$ cat src/rtl/core_pkg.sv
// Shared core definitions used by the writeback stage.
// Holds the opcode and load-funct3 encodings and the buffered writeback
// entry type. The entry data field is sized for the widest datapath
// (RV64); narrower instances zero-extend into it.
package core_pkg;

  localparam logic [6:0] OP_LOAD   = 7'b0000011;
  localparam logic [6:0] OP_STORE  = 7'b0100011;
  localparam logic [6:0] OP_BRANCH = 7'b1100011;
  localparam logic [6:0] OP_JAL    = 7'b1101111;
  localparam logic [6:0] OP_JALR   = 7'b1100111;

  localparam logic [2:0] F3_LB  = 3'b000;
  localparam logic [2:0] F3_LH  = 3'b001;
  localparam logic [2:0] F3_LW  = 3'b010;
  localparam logic [2:0] F3_LD  = 3'b011;
  localparam logic [2:0] F3_LBU = 3'b100;
  localparam logic [2:0] F3_LHU = 3'b101;
  localparam logic [2:0] F3_LWU = 3'b110;

  localparam int unsigned XLEN_MAX = 64;

  typedef struct packed {
    logic [4:0]          rd;
    logic [XLEN_MAX-1:0] data;
  } wb_entry_t;

endpackage

$ cat src/rtl/writeback_buffered_if.sv
// Bus bundle for writeback_buffered.
// Carries the upstream valid/ready retire handshake with its operands, the
// register-file write port (grant-driven drain), the forwarding lookup port
// and the occupancy count.
//   slave  : view taken by the writeback stage
//   master : view taken by the surrounding pipeline / testbench
interface writeback_buffered_if #(
  parameter int unsigned XLEN  = 32,
  parameter int unsigned DEPTH = 2
);
  localparam int unsigned OFFW = $clog2(XLEN / 8);
  localparam int unsigned CW   = $clog2(DEPTH) + 1;

  logic            in_valid;
  logic            in_ready;
  logic [XLEN-1:0] in_pc;
  logic [6:0]      in_opcode;
  logic [4:0]      in_rd;
  logic [2:0]      in_funct3;
  logic [OFFW-1:0] in_addr_lo;
  logic [XLEN-1:0] in_mem_res;
  logic [XLEN-1:0] in_alu_res;
  logic            rf_grant;
  logic            wb_enable;
  logic [4:0]      wb_rd;
  logic [XLEN-1:0] wb_data;
  logic [4:0]      fwd_rs;
  logic            fwd_hit;
  logic [XLEN-1:0] fwd_data;
  logic [CW-1:0]   count;

  modport slave (
    input  in_valid, in_pc, in_opcode, in_rd, in_funct3, in_addr_lo,
           in_mem_res, in_alu_res, rf_grant, fwd_rs,
    output in_ready, wb_enable, wb_rd, wb_data, fwd_hit, fwd_data, count
  );

  modport master (
    output in_valid, in_pc, in_opcode, in_rd, in_funct3, in_addr_lo,
           in_mem_res, in_alu_res, rf_grant, fwd_rs,
    input  in_ready, wb_enable, wb_rd, wb_data, fwd_hit, fwd_data, count
  );

endinterface

$ cat src/rtl/load_align.sv
// Load data formatter (combinational).
// Shifts the naturally aligned memory word right by the byte offset, then
// sign/zero-extends according to funct3. RV64-only widths (LWU, LD) and
// unknown funct3 codes yield zero.
//   i_funct3  : load width/sign selector
//   i_addr_lo : byte offset inside the aligned word/doubleword
//   i_mem_res : aligned memory data
//   o_data    : formatted load result
module load_align
  import core_pkg::*;
#(
  parameter int unsigned XLEN = 32,
  localparam int unsigned OFFW = $clog2(XLEN / 8)
) (
  input  logic [2:0]      i_funct3,
  input  logic [OFFW-1:0] i_addr_lo,
  input  logic [XLEN-1:0] i_mem_res,
  output logic [XLEN-1:0] o_data
);

  logic [XLEN-1:0] w_shifted;

  assign w_shifted = i_mem_res >> {i_addr_lo, 3'b000};

  always_comb begin
    o_data = '0;
    case (i_funct3)
      F3_LB:  o_data = XLEN'(signed'(w_shifted[7:0]));
      F3_LH:  o_data = XLEN'(signed'(w_shifted[15:0]));
      F3_LW:  o_data = XLEN'(signed'(w_shifted[31:0]));
      F3_LBU: o_data = XLEN'(w_shifted[7:0]);
      F3_LHU: o_data = XLEN'(w_shifted[15:0]);
      F3_LWU: o_data = (XLEN == 64) ? XLEN'(w_shifted[31:0]) : '0;
      F3_LD:  o_data = (XLEN == 64) ? w_shifted : '0;
      default: o_data = '0;
    endcase
  end

endmodule

$ cat src/rtl/writeback_buffered.sv
// Buffered writeback stage between memory stage and register-file port.
// Formats the retiring result (load alignment/extension, pc+4 link for
// JAL/JALR, ALU pass-through), drops writes that target x0 and stores /
// branches, and queues the rest in a DEPTH-entry in-order FIFO drained one
// entry per rf_grant. A lookup port lets decode bypass buffered results.
//   clock : rising-edge clock
//   reset : asynchronous active-low reset
//   bus   : handshake, write port, forwarding and count (slave modport)
module writeback_buffered
  import core_pkg::*;
#(
  parameter int unsigned XLEN  = 32,
  parameter int unsigned DEPTH = 2
) (
  input logic                clock,
  input logic                reset,
  writeback_buffered_if.slave bus
);

  localparam int unsigned PW = $clog2(DEPTH);
  localparam int unsigned CW = PW + 1;
  localparam logic [CW-1:0] DEPTH_C = CW'(DEPTH);

  wb_entry_t       r_mem [DEPTH];
  logic [PW-1:0]   r_wr_ptr;
  logic [PW-1:0]   r_rd_ptr;
  logic [CW-1:0]   r_count;

  logic [XLEN-1:0] w_load_data;
  logic [XLEN-1:0] w_result;
  logic            w_pop;
  logic            w_ready;
  logic            w_push;
  logic            w_keep;
  logic            w_fwd_hit;
  logic [XLEN-1:0] w_fwd_data;

  load_align #(.XLEN(XLEN)) u_load_align (
    .i_funct3  (bus.in_funct3),
    .i_addr_lo (bus.in_addr_lo),
    .i_mem_res (bus.in_mem_res),
    .o_data    (w_load_data)
  );

  always_comb begin
    w_result = bus.in_alu_res;
    if (bus.in_opcode == OP_LOAD) begin
      w_result = w_load_data;
    end else if (bus.in_opcode == OP_JAL || bus.in_opcode == OP_JALR) begin
      w_result = bus.in_pc + XLEN'(4);
    end
  end

  assign w_keep  = (bus.in_rd != 5'd0) && (bus.in_opcode != OP_STORE) &&
                   (bus.in_opcode != OP_BRANCH);
  assign w_pop   = (r_count != '0) && bus.rf_grant;
  // A full buffer still accepts when the head leaves in the same cycle.
  assign w_ready = (r_count < DEPTH_C) || w_pop;
  assign w_push  = bus.in_valid && w_ready && w_keep;

  always_ff @(posedge clock or negedge reset) begin
    if (!reset) begin
      r_wr_ptr <= '0;
      r_rd_ptr <= '0;
      r_count  <= '0;
      for (int unsigned i = 0; i < DEPTH; i++) begin
        r_mem[i] <= '0;
      end
    end else begin
      if (w_push) begin
        r_mem[r_wr_ptr] <= '{rd: bus.in_rd, data: XLEN_MAX'(w_result)};
        r_wr_ptr        <= r_wr_ptr + PW'(1);
      end
      if (w_pop) begin
        r_rd_ptr <= r_rd_ptr + PW'(1);
      end
      case ({w_push, w_pop})
        2'b10:   r_count <= r_count + CW'(1);
        2'b01:   r_count <= r_count - CW'(1);
        default: r_count <= r_count;
      endcase
    end
  end

  // Walk entries oldest to youngest so the last match (youngest) wins.
  always_comb begin
    w_fwd_hit  = 1'b0;
    w_fwd_data = '0;
    if (bus.fwd_rs != 5'd0) begin
      for (int unsigned i = 0; i < DEPTH; i++) begin
        if ((CW'(i) < r_count) &&
            (r_mem[r_rd_ptr + PW'(i)].rd == bus.fwd_rs)) begin
          w_fwd_hit  = 1'b1;
          w_fwd_data = r_mem[r_rd_ptr + PW'(i)].data[XLEN-1:0];
        end
      end
    end
  end

  assign bus.in_ready  = w_ready;
  assign bus.wb_enable = (r_count != '0);
  assign bus.wb_rd     = r_mem[r_rd_ptr].rd;
  assign bus.wb_data   = r_mem[r_rd_ptr].data[XLEN-1:0];
  assign bus.fwd_hit   = w_fwd_hit;
  assign bus.fwd_data  = w_fwd_data;
  assign bus.count     = r_count;

endmodule

$ cat src/flat_wrapper.sv
// flat-port wrapper written by rule: the top's interface ports become plain ports
module writeback_buffered_flat import core_pkg::*;
#(
  parameter int unsigned XLEN  = 32,
  parameter int unsigned DEPTH = 2
)
  (clock, reset, bus_in_valid, bus_in_pc, bus_in_opcode, bus_in_rd, bus_in_funct3, bus_in_addr_lo, bus_in_mem_res, bus_in_alu_res, bus_rf_grant, bus_fwd_rs, bus_in_ready, bus_wb_enable, bus_wb_rd, bus_wb_data, bus_fwd_hit, bus_fwd_data, bus_count);
  writeback_buffered_if #(.XLEN(XLEN), .DEPTH(DEPTH)) bus_i ();
  input logic clock;
  input logic reset;
  input wire logic [$bits(bus_i.in_valid)-1:0] bus_in_valid;
  input wire logic [$bits(bus_i.in_pc)-1:0] bus_in_pc;
  input wire logic [$bits(bus_i.in_opcode)-1:0] bus_in_opcode;
  input wire logic [$bits(bus_i.in_rd)-1:0] bus_in_rd;
  input wire logic [$bits(bus_i.in_funct3)-1:0] bus_in_funct3;
  input wire logic [$bits(bus_i.in_addr_lo)-1:0] bus_in_addr_lo;
  input wire logic [$bits(bus_i.in_mem_res)-1:0] bus_in_mem_res;
  input wire logic [$bits(bus_i.in_alu_res)-1:0] bus_in_alu_res;
  input wire logic [$bits(bus_i.rf_grant)-1:0] bus_rf_grant;
  input wire logic [$bits(bus_i.fwd_rs)-1:0] bus_fwd_rs;
  output wire logic [$bits(bus_i.in_ready)-1:0] bus_in_ready;
  output wire logic [$bits(bus_i.wb_enable)-1:0] bus_wb_enable;
  output wire logic [$bits(bus_i.wb_rd)-1:0] bus_wb_rd;
  output wire logic [$bits(bus_i.wb_data)-1:0] bus_wb_data;
  output wire logic [$bits(bus_i.fwd_hit)-1:0] bus_fwd_hit;
  output wire logic [$bits(bus_i.fwd_data)-1:0] bus_fwd_data;
  output wire logic [$bits(bus_i.count)-1:0] bus_count;
  assign bus_i.in_valid = bus_in_valid;
  assign bus_i.in_pc = bus_in_pc;
  assign bus_i.in_opcode = bus_in_opcode;
  assign bus_i.in_rd = bus_in_rd;
  assign bus_i.in_funct3 = bus_in_funct3;
  assign bus_i.in_addr_lo = bus_in_addr_lo;
  assign bus_i.in_mem_res = bus_in_mem_res;
  assign bus_i.in_alu_res = bus_in_alu_res;
  assign bus_i.rf_grant = bus_rf_grant;
  assign bus_i.fwd_rs = bus_fwd_rs;
  assign bus_in_ready = bus_i.in_ready;
  assign bus_wb_enable = bus_i.wb_enable;
  assign bus_wb_rd = bus_i.wb_rd;
  assign bus_wb_data = bus_i.wb_data;
  assign bus_fwd_hit = bus_i.fwd_hit;
  assign bus_fwd_data = bus_i.fwd_data;
  assign bus_count = bus_i.count;
  writeback_buffered #(.XLEN(XLEN), .DEPTH(DEPTH)) u_core (.clock(clock), .reset(reset), .bus(bus_i));
endmodule
$ cat config.mk
export PLATFORM = sky130hd
export DESIGN_NAME = writeback_buffered_flat
export DESIGN_NICKNAME = d
export VERILOG_FILES = /design/src/rtl/core_pkg.sv /design/src/rtl/writeback_buffered_if.sv /design/src/rtl/load_align.sv /design/src/rtl/writeback_buffered.sv /design/src/flat_wrapper.sv
export SDC_FILE = /design/constraint.sdc
export NUM_CORES = 1
export LEC_CHECK = 0
export CORE_ASPECT_RATIO = 1.25
export CORE_MARGIN = 1.5
export CORE_UTILIZATION = 45
export DETAILED_ROUTE_END_ITERATION = 10
export PLACE_DENSITY = 0.8
export SLEW_MARGIN = 15
export SYNTH_ARGS = -nofsm -noshare
export SYNTH_HDL_FRONTEND = slang
export SYNTH_SLANG_ARGS = --single-unit
$ cat constraint.sdc
create_clock -name clock -period 3 [get_ports clock]
set_clock_uncertainty 0.15 [all_clocks]
set_input_delay 0.6 -clock clock [delete_from_list [all_inputs] [get_ports clock]]
set_output_delay 0.6 -clock clock [all_outputs]
set_load 0.1 [all_outputs]
==> flow_summary.ini <==
[drt]
drcViolationCount = 0
wl_mm = 24.52
num_vias = 6987
vias_per_cell = 6.086
wire_per_inst_um = 21.36
dr.pass1.iters = 5
first_iter_violations = 432
ant_nets = 0

[yosys]
synth_cells = 712
synth-compound-area-share = 0.1858
synth.most_common_cell = mux2_2
synth_top_cell_area_share = 0.3157
synthTopCellsByCount = mux2_2, o21ai_0, dfrtp_1, a21oi_1, nand2_1
ys_seq_elements = 78
synth-simple-area-share = 0.1720
synth-main-ff-cell = dfrtp_1
ys_warn_count = 0
netlist_area_mm2 = 0.006183
synthAdderAreaFrac = 0.008094
synthTopCellsByArea = dfrtp_1, mux2_2, o21ai_0
synth_largest_area_cell = dfrtp_1
seq_area_frac_synth = 0.3157
yosysUniqueCellTypes = 59
syn_area_per_cell_um2 = 8.685
synth-edff-count = 0
syn_nets = 838
synthArstFlopShare = 1.000
synth_top_family_by_area = multiplexers
synthXorXnorAreaFrac = 0.03683
synth.mux.area_fraction = 0.2386

[placement]
place_area_mm2 = 0.009651
post-dp-hpwl_mm = 18.54
io_buffer_count = 195
gp_congestion = 1.043

[die]
die_area_mm2 = 0.01446
num_io_pins = 196
rows = 47
start_util = 0.4632
core_area_mm2 = 0.01335
die_x_um = 107.8
die_h_um = 134.1

[grt]
antenna_found_initial = 0
grt_pass1_wl_mm = 37.56
grt_max_degree = 79
grtUsageTotal = 0.3396
grt.overflow.total = 0
grt_pass1_vias = 7113

[timing]
period_minus_slack_ps = 3477
fin_ws_ps = -477.3
slew-limit-headroom = 0.3494
setup_viol = 33
hold_slack_ps = 243.3
rsz0062_at_grt = yes
finalHoldViolCount = 0
tns_ps = -13990
timing.fmax_ghz = 0.2876
min_period_over_period = 1.159
finalMaxSlewViolations = 0
worst_pin_slew_ps = 975.9

[final_layout]
fillers = 881
fin_util = 0.7614
stdcell_area_mm2 = 0.01016
antenna_cells = 0
regArea_mm2 = 0.001961
final_layout_size_suffix_gt1_frac = 0.3859
syn2layout_area_growth_pct = 64.37
multi_input_area_mm2 = 0.004513
num-nets-final = 1099

[worst_setup_path]
cpMostUsedCell = buf_12
r2r_start = u_core.bus.count[1]
cp.required_ps = 2250
crit_slowest_cell = clkdlybuf4s50_1
cp-end-kind = primary output
crit_chain = clkdlybuf4s50_1, inv_1, xnor2_2, nand4_1, buf_6, o21ai_4, buf_12, nand3_1, a21oi_4, buf_12
critPathArrivalTime_ps = 2730
max_stage_delay_ps = 500
critical_path_class = in2out
path_max_fanout = 21
ff2ff_path_depth = 7
r2r_slack_ps = 190
cp-start-kind = input pin
r2r-end = u_core.r_mem[137]

[clock_tree]
cts_buffers = 9
clock-root-buffer = clkbuf_16
ctsHtreeMaxLevel = 3
insertion_delay_ps = 340
cts_tree = done
clk_path_buf_depth = 2
hold_buffers = 0
path_clk_slew_ps = 60
cts_sinks = 78

[status]
status = finished, violations left
violations = setup timing

[power_and_ir_drop]
leakage_nw = 3.989
power_density_mw_per_mm2 = 1122
peakVddDrop_mv = 1.394
total_power_w = 0.01140

[job]
max_cap_violations = 0

[min_path]
hold_path.class = in2async
-- timing repair --
action	in CTS	in global routing
gates cloned	3	0
buffers inserted	7	1
gates resized for setup	64	7
endpoints found under the setup margin	34	51
pin swaps	16	2
-- through the flow --
| stage | worst slack (ps) | std cells |
|---|---|---|
| final | -477.3 | 1148 |
| after global routing | -539.9 | 1148 |
| after CTS | -373.5 | 1147 |
| after detailed placement | -471.1 | 1122 |
| after global placement | -391.4 | 1122 |
| after floorplan | -291.1 | 712 |
-- layout by cell type (no fill, tap or decap), drive strengths merged, types with 14 or more instances in the layout --
master,netlist,final
xnor2,14,14
a21oi,62,62
dfrtp,78,78
o21ai,94,94
nand2,44,44
buf,13,182
mux2,103,103
nand3,44,44
nor2,44,45
mux2i,27,27
nor3,14,14
clkdlybuf4s50,0,118
-- flip-flops by register name, indices dropped and copies added, names as in the netlist --
register          flops
u_core.r_mem         74
u_core.bus.count      2
u_core.r_rd_ptr       1
u_core.r_wr_ptr       1
-- power breakdown --
part           leakage (nW)  total [W]  switching (W)  internal (W)
clock network         0.128   0.000972       0.000423      0.000549
registers             0.915    0.00214       0.000536       0.00161
logic                  2.95    0.00829        0.00568       0.00261
total                  3.99     0.0114        0.00664       0.00476
-- worst max-delay path, delay by kind of cell --
kind                      cells  cell delay, ps
and+or+nand+nor               2             310
AOI/OAI and AO/OA             2             440
xor gates and xnor gates      1             210
buffers and inverters         5            1160
-- layer usage --
layer  vias up  wire, um  global-route usage
li1       3167         -                   -
met3        76      1366             0.04130
met1      3410      9254              0.3958
met2       334     12990              0.6171
met5         -         0                   0
met4         0       909              0.1513
-- logic make-up (layout without fill, tap and decap cells) --
family,after synthesis,in the layout
XOR/XNOR,26,26
AND/OR/NAND/NOR,206,207
buffers and inverters,63,327
AO/OA/AOI/OAI,203,203
adder cells (fa/ha/maj),4,4
flip-flops,78,78
multiplexers,132,132
-- worst max-delay path by stage --
stage                    startpoint          endpoint  slack [ps]  cells past startpoint
floorplan           u_core.r_rd_ptr  bus_fwd_data[22]        -290                      8
global placement      bus_fwd_rs[3]  bus_fwd_data[16]        -390                      9
detailed placement    bus_fwd_rs[3]   bus_fwd_data[4]        -470                      9
CTS                 u_core.r_rd_ptr  bus_fwd_data[23]        -370                     11
global route          bus_fwd_rs[3]   bus_fwd_data[0]        -540                     11
finish                bus_fwd_rs[3]  bus_fwd_data[17]        -480                     10
-- cell type report --
cell class / instances / area share
clock inverters: 5 / 0.002708
well taps: 171 / 0.02105
repair buffers: 302 / 0.3127
multi-input cells: 572 / 0.4440
flip-flops and latches: 78 / 0.1929
clock buffers: 10 / 0.02253
inverters: 10 / 0.004063
Note: power is estimated with default switching activity, not from simulation.
